==> src/rtl/cache_pkg.sv <==
// rtl/cache_pkg.sv - shared widths, beat count, writeback FSM encoding and line address helper
package cache_pkg;

    localparam int AINDEX_WIDTH   = 8;
    localparam int CH_NUM_WIDTH   = 2;
    localparam int CASH_STR_WIDTH = 64;
    localparam int TAG_WIDTH      = 8;
    localparam int BUS_WIDTH      = 16;
    localparam int BEATS          = CASH_STR_WIDTH / BUS_WIDTH;
    localparam int TIMEOUT_CYCLES = 255;

    typedef enum logic [2:0] {
        WB_IDLE,
        WB_READ,
        WB_ADDR,
        WB_DATA,
        WB_WAIT_ACK
    } wb_state_t;

    function automatic logic [TAG_WIDTH+AINDEX_WIDTH-1:0] line_addr(
        input logic [TAG_WIDTH-1:0]    tag,
        input logic [AINDEX_WIDTH-1:0] index
    );
        return {tag, index};
    endfunction

endpackage

==> src/rtl/wb_line_serializer.sv <==
// rtl/wb_line_serializer.sv - loads one cache line and emits it as BUS_WIDTH beats, lowest beat first
module wb_line_serializer
    import cache_pkg::*;
#(
    parameter int LINE_W = CASH_STR_WIDTH,
    parameter int BUS_W  = BUS_WIDTH
) (
    input  logic              clk,
    input  logic              not_reset,
    input  logic              load,
    input  logic [LINE_W-1:0] line_data,
    input  logic              send,
    output logic [BUS_W-1:0]  tdata,
    output logic              tvalid,
    input  logic              tready,
    output logic              tlast,
    output logic              last_accepted
);

    localparam int N_BEATS = LINE_W / BUS_W;
    localparam int CNT_W   = (N_BEATS > 1) ? $clog2(N_BEATS) : 1;

    logic [LINE_W-1:0] shift_reg;
    logic [CNT_W-1:0]  beat_cnt;

    assign tvalid        = send;
    assign tdata         = shift_reg[BUS_W-1:0];
    assign tlast         = send && (beat_cnt == CNT_W'(N_BEATS - 1));
    assign last_accepted = tvalid && tready && tlast;

    always_ff @(posedge clk or negedge not_reset) begin
        if (!not_reset) begin
            shift_reg <= '0;
            beat_cnt  <= '0;
        end else if (load) begin
            shift_reg <= line_data;
            beat_cnt  <= '0;
        end else if (tvalid && tready) begin
            shift_reg <= shift_reg >> BUS_W;
            beat_cnt  <= tlast ? '0 : beat_cnt + 1'b1;
        end
    end

endmodule

==> src/rtl/cache_line_writeback.sv <==
// rtl/cache_line_writeback.sv - evicts one dirty line: read data memory, send address, stream beats, await ack
// Optional ack timeout enabled by defining WB_ACK_TIMEOUT_EN.
module cache_line_writeback
    import cache_pkg::*;
(
    input  logic                              clk,
    input  logic                              not_reset,
    input  logic                              wb_req,
    input  logic [AINDEX_WIDTH-1:0]           wb_index,
    input  logic [CH_NUM_WIDTH-1:0]           wb_channel,
    input  logic [TAG_WIDTH-1:0]              wb_tag,
    output logic                              wb_busy,
    output logic                              wb_done,
    output logic                              wb_error,
    output logic [AINDEX_WIDTH-1:0]           dm_index,
    output logic [CH_NUM_WIDTH-1:0]           dm_channel,
    input  logic [CASH_STR_WIDTH-1:0]         dm_data,
    output logic [TAG_WIDTH+AINDEX_WIDTH-1:0] mem_addr,
    output logic                              mem_addr_valid,
    input  logic                              mem_addr_ready,
    output logic [BUS_WIDTH-1:0]              mem_wdata,
    output logic                              mem_wdata_valid,
    output logic                              mem_wdata_last,
    input  logic                              mem_wdata_ready,
    input  logic                              mem_ack
);

    wb_state_t state, next_state;

    logic [AINDEX_WIDTH-1:0] index_q;
    logic [CH_NUM_WIDTH-1:0] channel_q;
    logic [TAG_WIDTH-1:0]    tag_q;
    logic                    busy_q;
    logic                    done_q;
    logic                    last_accepted;
    logic                    ack_timeout;

`ifdef WB_ACK_TIMEOUT_EN
    localparam int TO_W = $clog2(TIMEOUT_CYCLES + 1);

    logic [TO_W-1:0] to_cnt;
    logic            error_q;

    // Counts WAIT_ACK cycles without an ack; expires at the end of the TIMEOUT_CYCLES-th one.
    always_ff @(posedge clk or negedge not_reset) begin
        if (!not_reset) begin
            to_cnt <= '0;
        end else if (state == WB_WAIT_ACK && !mem_ack) begin
            to_cnt <= to_cnt + 1'b1;
        end else begin
            to_cnt <= '0;
        end
    end

    assign ack_timeout = (state == WB_WAIT_ACK) && !mem_ack
                         && (to_cnt == TO_W'(TIMEOUT_CYCLES - 1));

    always_ff @(posedge clk or negedge not_reset) begin
        if (!not_reset) begin
            error_q <= 1'b0;
        end else begin
            error_q <= ack_timeout;
        end
    end

    assign wb_error = error_q;
`else
    assign ack_timeout = 1'b0;
    assign wb_error    = 1'b0;
`endif

    always_comb begin
        next_state = state;
        case (state)
            WB_IDLE:     if (wb_req) next_state = WB_READ;
            WB_READ:     next_state = WB_ADDR;
            WB_ADDR:     if (mem_addr_ready) next_state = WB_DATA;
            WB_DATA:     if (last_accepted) next_state = WB_WAIT_ACK;
            WB_WAIT_ACK: if (mem_ack || ack_timeout) next_state = WB_IDLE;
            default:     next_state = WB_IDLE;
        endcase
    end

    always_ff @(posedge clk or negedge not_reset) begin
        if (!not_reset) begin
            state     <= WB_IDLE;
            busy_q    <= 1'b0;
            done_q    <= 1'b0;
            index_q   <= '0;
            channel_q <= '0;
            tag_q     <= '0;
        end else begin
            state  <= next_state;
            busy_q <= (next_state != WB_IDLE);
            done_q <= (state == WB_WAIT_ACK) && (mem_ack || ack_timeout);
            if (state == WB_IDLE && wb_req) begin
                index_q   <= wb_index;
                channel_q <= wb_channel;
                tag_q     <= wb_tag;
            end
        end
    end

    assign wb_busy        = busy_q;
    assign wb_done        = done_q;
    assign dm_index       = index_q;
    assign dm_channel     = channel_q;
    assign mem_addr       = line_addr(tag_q, index_q);
    assign mem_addr_valid = (state == WB_ADDR);

    // The shift register captures dm_data on the edge that ends READ.
    wb_line_serializer #(
        .LINE_W (CASH_STR_WIDTH),
        .BUS_W  (BUS_WIDTH)
    ) u_serializer (
        .clk           (clk),
        .not_reset     (not_reset),
        .load          (state == WB_READ),
        .line_data     (dm_data),
        .send          (state == WB_DATA),
        .tdata         (mem_wdata),
        .tvalid        (mem_wdata_valid),
        .tready        (mem_wdata_ready),
        .tlast         (mem_wdata_last),
        .last_accepted (last_accepted)
    );

endmodule

==> config.mk <==
export PLATFORM = sky130hd
export DESIGN_NAME = cache_line_writeback
export DESIGN_NICKNAME = d
export VERILOG_FILES = /design/src/rtl/cache_pkg.sv /design/src/rtl/wb_line_serializer.sv /design/src/rtl/cache_line_writeback.sv
export SDC_FILE = /design/constraint.sdc
export NUM_CORES = 1
export LEC_CHECK = 0
export ABC_CLOCK_PERIOD_IN_PS = 2120
export BUFFER_PORTS_ARGS = -buffer_cell sky130_fd_sc_hd__buf_4
export CORE_MARGIN = 5
export CORE_UTILIZATION = 37
export CTS_CLUSTER_DIAMETER = 50
export DETAILED_ROUTE_END_ITERATION = 7
export PLACE_DENSITY_LB_ADDON = 0.05
export SYNTH_ARGS = -nofsm -noshare
export SYNTH_HDL_FRONTEND = slang
export SYNTH_SLANG_ARGS = --single-unit
==> constraint.sdc <==
create_clock -name clk -period 2.12 [get_ports clk]
set_input_delay 0.318 -clock clk [delete_from_list [all_inputs] [get_ports clk]]
set_output_delay 0.318 -clock clk [all_outputs]
set_load 0.02 [all_outputs]
==> results.toml, run 1 <==
[final_layout]
antenna_cells = 0
largest_reg_flops = 64
drive_gt1_share_pct = 40.0
syn_to_final_growth_pct = 29.1
layout_commonest_cell = "buf_4"
seq_area_mm2 = 0.00223
multi_input_area_mm2 = 0.00159
final_cell_mix = "buf_4, dfrtp_1, nand2_1"
finalInstanceArea_mm2 = 0.00546
final_nets = 542
n_fill_cell = 1058

[die]
coreArea_mm2 = 0.0113
die_h_um = 117
start_util_pct = 37.4
pin_count = 136
dieArea_mm2 = 0.0137
rows = 39
die_x_um = 117

[drt]
drt_iter0_drc = 253
top_layer = "met4"
met2_length_um = 5290
wl_um = 11600
ant_nets = 0
met3WireLength_um = 844
met1Wirelength_um = 5320
post-route-drc-count = 0
viasPerCell = 5.49
dr_total_vias = 3298
routedWlPerCell_um = 19.3
first_pass_iters = 4

[worst_hold_path]
hold_class = "primary input to flip-flop"
worst_hold_path.endpoint = "u_serializer.shift_reg[49]$_DFFE_PN0P_"
min-delay-start = "dm_data[49]"
hold_depth = 2

[timing]
worstMarginPinSlew_ns = 0.555
fmax_mhz = 555
period_share_pct = 84.9
hold_viol = 0
holdWs_ns = 0.197
drv_slew = 0
grt_setup_unrepaired = "false"
post-route-min-period_ns = 1.80
setup_tns_ns = 0
final-setup-viol-count = 0
fin_worst_skew_ns = 0.00645
relSlewSlack_pct = 63.0

[run_status]
status = "finished, final reports clean"

[synthesis]
ys_seq_area_share_pct = 52.6
ys_seq_elements = 89
yosys_warnings = 0
syn-cell-area_mm2 = 0.00423
syn_inst = 358
synth.avg_cell_area_um2 = 11.8
yosysUniqueCellTypes = 31
mappedNetlistNets = 447

[worst_setup_path]
reg2reg_depth = 3
worst_ep_arrival_time_ns = 1.48
cp.required_ns = 1.80
crit_path_max_fanout = 14
r2r_slack_ns = 0.50
end_kind = "output port"
reg2reg_to = "u_serializer.shift_reg[2]$_DFFE_PN0P_"
start_kind = "flip-flop"
reg2reg_from = "state[2]$_DFF_PN0_"
worstSetupPathType = "flip-flop to output port"

[clocking]
clkTransAtPathRegs_ns = 0.06
cts_sinks = 89
cts_made_buffers = 9
post_cts_buffers = 0
clockBufferDepth = 2
cts_root_buf = "clkbuf_16"
clk_latency_ns = 0.34
hold_buffers = 1
cts_tree = "done"
post_cts_resized = 0
cts_htree_levels = 3

[placement]
port_buffers = 134
place_area_mm2 = 0.00512
gp_congestion = 0.764
place_hpwl_um = 7760

[global_route]
grt.overflow.total = 0
track_usage_pct = 16.9
grt_pass1_vias = 3255
antenna_found_initial = 0
grt_max_degree = 65
grt_pass1_wl_um = 17800

[pwr]
seqPwrFrac_pct = 34.0
p_per_area_mw_per_mm2 = 1590
pwr-share-clk_pct = 20.3
p_comb_share_pct = 45.7
power.internal_mw = 5.41
fin_total_pwr_mw = 8.68
power.net_switching_mw = 3.28
vdd_drop_max_uv = 653
leakagePower_nw = 2.58
power.share.switching_pct = 37.7

[run]
cap_violations = 0
-- per-layer routing --
metal / vias to the layer above / global-route usage, %
met1: 1623 / 24.7
met2: 128 / 25.0
met4: 0 / 5.96
li1: 1537 / -
met3: 10 / 3.50
met5: - / 0
-- power groups by stage --
stage / logic (mW) / clock network [mW] / registers [mW]
after global placement: 3.95 / 0 / 2.96
after floorplan: 2.86 / 0 / 3.03
final: 3.97 / 1.76 / 2.96
after CTS: 4.02 / 1.80 / 2.96
after detailed placement: 3.99 / 0 / 2.98
after global routing: 4.30 / 1.88 / 3.05
-- cell families after synthesis --
| family | count (synthesis) | share of synthesized area (%) |
|---|---|---|
| AO/OA/AOI/OAI | 120 | 24.2 |
| adder cells (fa/ha/maj) | 1 | 0.296 |
| multiplexers | 18 | 5.59 |
| other | 1 | 0.0886 |
| buffers and inverters | 61 | 9.76 |
| flip-flops | 89 | 52.6 |
| AND/OR/NAND/NOR | 68 | 7.42 |
-- per-stage QoR --
step	util, %	setup WS (ns)	std cells
2_1_floorplan	-	0.643	358
3_3_place_gp	45.2	0.528	584
3_5_place_dp	45.2	0.491	584
4_1_cts	48.2	0.317	601
5_1_grt	48.2	0.227	601
6_report	48.2	0.319	601
-- worst max-delay path, stage by stage (launching register included) --
cell     delay, ns
dfrtp_2       0.54
inv_1         0.17
nor3_1        0.25
buf_4         0.18
-- worst max path at each step --
stage / startpoint / end / slack (ns) / depth (start not counted)
after floorplan: state[0]$_DFF_PN0_ / dm_channel[1]$_DFFE_PN0P_ / 0.64 / 6
after global placement: mem_wdata_ready / u_serializer.shift_reg[18]$_DFFE_PN0P_ / 0.53 / 5
after detailed placement: state[1]$_DFF_PN0_ / tag_q[0]$_DFFE_PN0P_ / 0.49 / 3
after CTS: state[1]$_DFF_PN0_ / mem_addr_valid / 0.32 / 3
after global routing: state[1]$_DFF_PN0_ / mem_addr_valid / 0.23 / 3
final: state[1]$_DFF_PN0_ / mem_addr_valid / 0.32 / 3
-- cell usage after synthesis --
library cell | instances | share of area, %
buf_6 | 7 | 1.9
conb_1 | 1 | 0.089
a22o_1 | 16 | 3.3
and3_1 | 2 | 0.30
a31o_2 | 1 | 0.21
a31oi_1 | 2 | 0.30
o21ai_0 | 3 | 0.35
nand2_1 | 49 | 4.3
mux2_2 | 9 | 2.4
inv_1 | 3 | 0.27
and3_4 | 1 | 0.27
buf_2 | 15 | 1.8
mux2_4 | 9 | 3.2
a221o_1 | 48 | 11
nor2b_1 | 1 | 0.15
ha_1 | 1 | 0.30
o2bb2ai_1 | 16 | 3.3
nor3_1 | 3 | 0.35
a32o_1 | 1 | 0.24
nand3_1 | 1 | 0.12
nor2_1 | 4 | 0.35
nand3b_1 | 2 | 0.35
o21ai_4 | 1 | 0.38
dfrtp_1 | 89 | 53
nor2_4 | 2 | 0.53
o22ai_1 | 32 | 4.7
nand2b_1 | 1 | 0.15
nor2b_4 | 1 | 0.33
buf_4 | 30 | 5.3
and2b_1 | 1 | 0.18
clkbuf_1 | 6 | 0.53
-- layout make-up --
type                            instances  share of cell area (%)
Sequential cell                        89                    40.8
Clock buffer                           11                    4.63
Tap cell                              143                    3.28
Timing Repair Buffer                  142                    20.5
Multi-Input combinational cell        208                    29.2
Clock inverter                          5                    1.42
Inverter                                3                   0.206
No activity file was read; power rests on OpenSTA's default activity.
==> inputs of run 2 (changes only) <==
ABC_AREA = 1   (was unset)
ABC_CLOCK_PERIOD_IN_PS = 1600   (was 2120)
clock period = 1.6 ns   (was 2.12 ns; I/O delays follow)
==> run 2 against run 1 <==
Register-to-register slack worse by 0.40 ns; combinational power up 17%; die area down 2.5%; clock power down 13%; final area down 2.9%; flip-flop and latch count unchanged; global-route usage down 0.89 points.
==> results.toml, run 2 <==
[pwr]
p_per_area_mw_per_mm2 = 1880
leakagePower_nw = 2.86
power.net_switching_mw = 4.13
seqPwrFrac_pct = 38.1
fin_total_pwr_mw = 9.97
vdd_drop_max_uv = 914
p_comb_share_pct = 46.5
power.share.switching_pct = 41.5
power.internal_mw = 5.83
pwr-share-clk_pct = 15.4

[global_route]
grt_max_degree = 55
grt_pass1_wl_um = 16900
antenna_found_initial = 0
track_usage_pct = 16.0
grt_pass1_vias = 3357
grt.overflow.total = 0

[timing]
fin_worst_skew_ns = 0.00727
setup_tns_ns = 0
fmax_mhz = 658
period_share_pct = 95.0
grt_setup_unrepaired = "true"
drv_slew = 0
hold_viol = 0
final-setup-viol-count = 0
post-route-min-period_ns = 1.52

[synthesis]
ys_seq_elements = 89
syn-cell-area_mm2 = 0.00411
synth.avg_cell_area_um2 = 8.21
ys_seq_area_share_pct = 54.2
netlist.area_leader.share_pct = 54.2
syn_inst = 501
synthTopCellsByCount = "nand2_1, dfrtp_1, nand3_1"
yosysUniqueCellTypes = 21
async_flop_share_pct = 100
synth-edff-count = 0
synth_ff_type = "dfrtp_1"
yosys.area.top_type = "dfrtp_1"
synth_area_leaders = "dfrtp_1, nand2_1, nand3_1"
yosys_warnings = 0
synth_most_common_cell = "nand2_1"
mappedNetlistNets = 590

[die]
dieArea_mm2 = 0.0133
die_x_um = 115
rows = 38
start_util_pct = 37.8
die_h_um = 115
pin_count = 136
coreArea_mm2 = 0.0109

[worst_setup_path]
cpLargestDelayFamily = "buffers and inverters"
reg2reg_depth = 8
path_cells = "buf_4 -> nand3_4 -> inv_2 -> nand2_2 -> inv_1 -> buf_4"
reg2reg_to = "u_serializer.shift_reg[10]$_DFFE_PN0P_"
slowest_delay_ns = 0.38
start_kind = "flip-flop"
path_buf_inv = 4
cp.required_ns = 1.36
reg2reg_from = "state[2]$_DFF_PN0_"
r2r_slack_ns = 0.10
crit_path_max_fanout = 5
worst_ep_arrival_time_ns = 1.28
worstSetupPathType = "flip-flop to output port"
end_kind = "output port"
crit_path_top_delay_cell = "dfrtp_1"
crit_top_cell = "buf_4"

[drt]
wl_um = 10100
drt_iter0_drc = 201
viasPerCell = 4.48
first_pass_iters = 5
ant_nets = 0
routedWlPerCell_um = 13.5
post-route-drc-count = 0
dr_total_vias = 3380

[placement]
place_hpwl_um = 7050
dp_cells = 735
gp_congestion = 0.752
port_buffers = 134

[worst_hold_path]
worst_hold_path.endpoint = "u_serializer.shift_reg[54]$_DFFE_PN0P_"
hold_depth = 3
hold_class = "primary input to flip-flop"
min-delay-start = "dm_data[54]"

[run_status]
status = "finished, final reports clean"

[final_layout]
fin_util_pct = 48.7
syn_to_final_growth_pct = 28.9
antenna_cells = 0
final_nets = 699
layoutNonFillerInstCount = 754
final_cell_mix = "nand2_1, buf_4, dfrtp_1"
drive_gt1_share_pct = 27.5
layout_commonest_cell = "nand2_1"
largest_reg_flops = 64

[clocking]
clk_latency_ns = 0.35
cts_htree_levels = 3
clockBufferDepth = 2
cts_tree = "done"
cts_sinks = 89
cts_root_buf = "clkbuf_8"
clkTransAtPathRegs_ns = 0.09
cts_made_buffers = 9

[run]
cap_violations = 0
==> run 2: cell types whose count changed after synthesis, moves of 16 or more <==
cell / delta
nand2_1: +135
a221o_1: -48
o22ai_1: -32
a22o_1: -16
inv_1: +37
nand3_1: +87
o2bb2ai_1: -16
==> run 2: repair_timing <==
action                     CTS  global route
resized for setup            2             3
buffers inserted             3             0
hold endpoints to repair    29             0
setup endpoints to repair    1            27
hold buffers                 1             0
==> run 2: layer usage <==
layer | track usage, % | wire length (um) | part of all wire [%] | up-vias
li1 | - | - | - | 1757
met1 | 23.8 | 4890 | 48 | 1519
met2 | 23.0 | 4450 | 44 | 95
met3 | 3.50 | 693 | 6.8 | 9
met4 | 5.87 | 121 | 1.2 | 0
met5 | 0 | 0 | 0 | -
==> run 2: area by class of cell <==
cell class                 instances  area (um^2)
inverter                          43          166
sequential                        89         2230
fill                            1116         5590
multi-input combinational        319         1380
timing repair buffer             148         1160
clock buffer                      13          149
tap                              140          175
clock inverter                     2         38.8
==> run 2: per-stage QoR <==
step                area (um^2)  hold WS, ns  setup WS [ns]
finish                     5300       0.0789         0.0795
global route               5300       0.0701        -0.0338
detailed placement         5060        0.210          0.154
CTS                        5300       0.0579         0.0154
global placement           5060        0.210          0.169
floorplan                  4110      -0.0556          0.315
==> run 2: tightest hold or removal path, delay by kind of cell <==
| kind | cells | cell delay, ns |
|---|---|---|
| AND/OR/NAND/NOR | 2 | 0.09 |
| buffers and inverters | 1 | 0.08 |
==> run 2: power groups by stage <==
stage	combinational, mW	sequential [mW]	clock (mW)
after floorplan	3.25	3.98	0
after global placement	4.58	3.81	0
after detailed placement	4.66	3.83	0
after CTS	4.71	3.79	1.59
after global routing	5.26	3.93	1.68
final	4.64	3.80	1.53
==> run 2: worst max path at each step <==
| stage | from | to | slack [ns] | cells past startpoint |
|---|---|---|---|---|
| 2_1_floorplan | state[2]$_DFF_PN0_ | mem_wdata_last | 0.31 | 5 |
| 3_3_place_gp | state[1]$_DFF_PN0_ | u_serializer.shift_reg[36]$_DFFE_PN0P_ | 0.17 | 6 |
| 3_5_place_dp | state[1]$_DFF_PN0_ | u_serializer.shift_reg[39]$_DFFE_PN0P_ | 0.15 | 6 |
| 4_1_cts | state[1]$_DFF_PN0_ | mem_wdata_last | 0.02 | 6 |
| 5_1_grt | state[1]$_DFF_PN0_ | mem_wdata_last | -0.03 | 6 |
| 6_report | state[1]$_DFF_PN0_ | mem_wdata_last | 0.08 | 6 |
==> run 2: kinds of logic (layout without fill, tap and decap cells) <==
logic type | Yosys count | after routing | synth area share [%]
compound gates | 19 | 19 | 2.31
simple gates | 298 | 298 | 30.5
buf+inv | 93 | 206 | 12.6
other cells | 1 | 1 | 0.0912
flops | 89 | 89 | 54.2
fa+ha+maj | 1 | 1 | 0.304
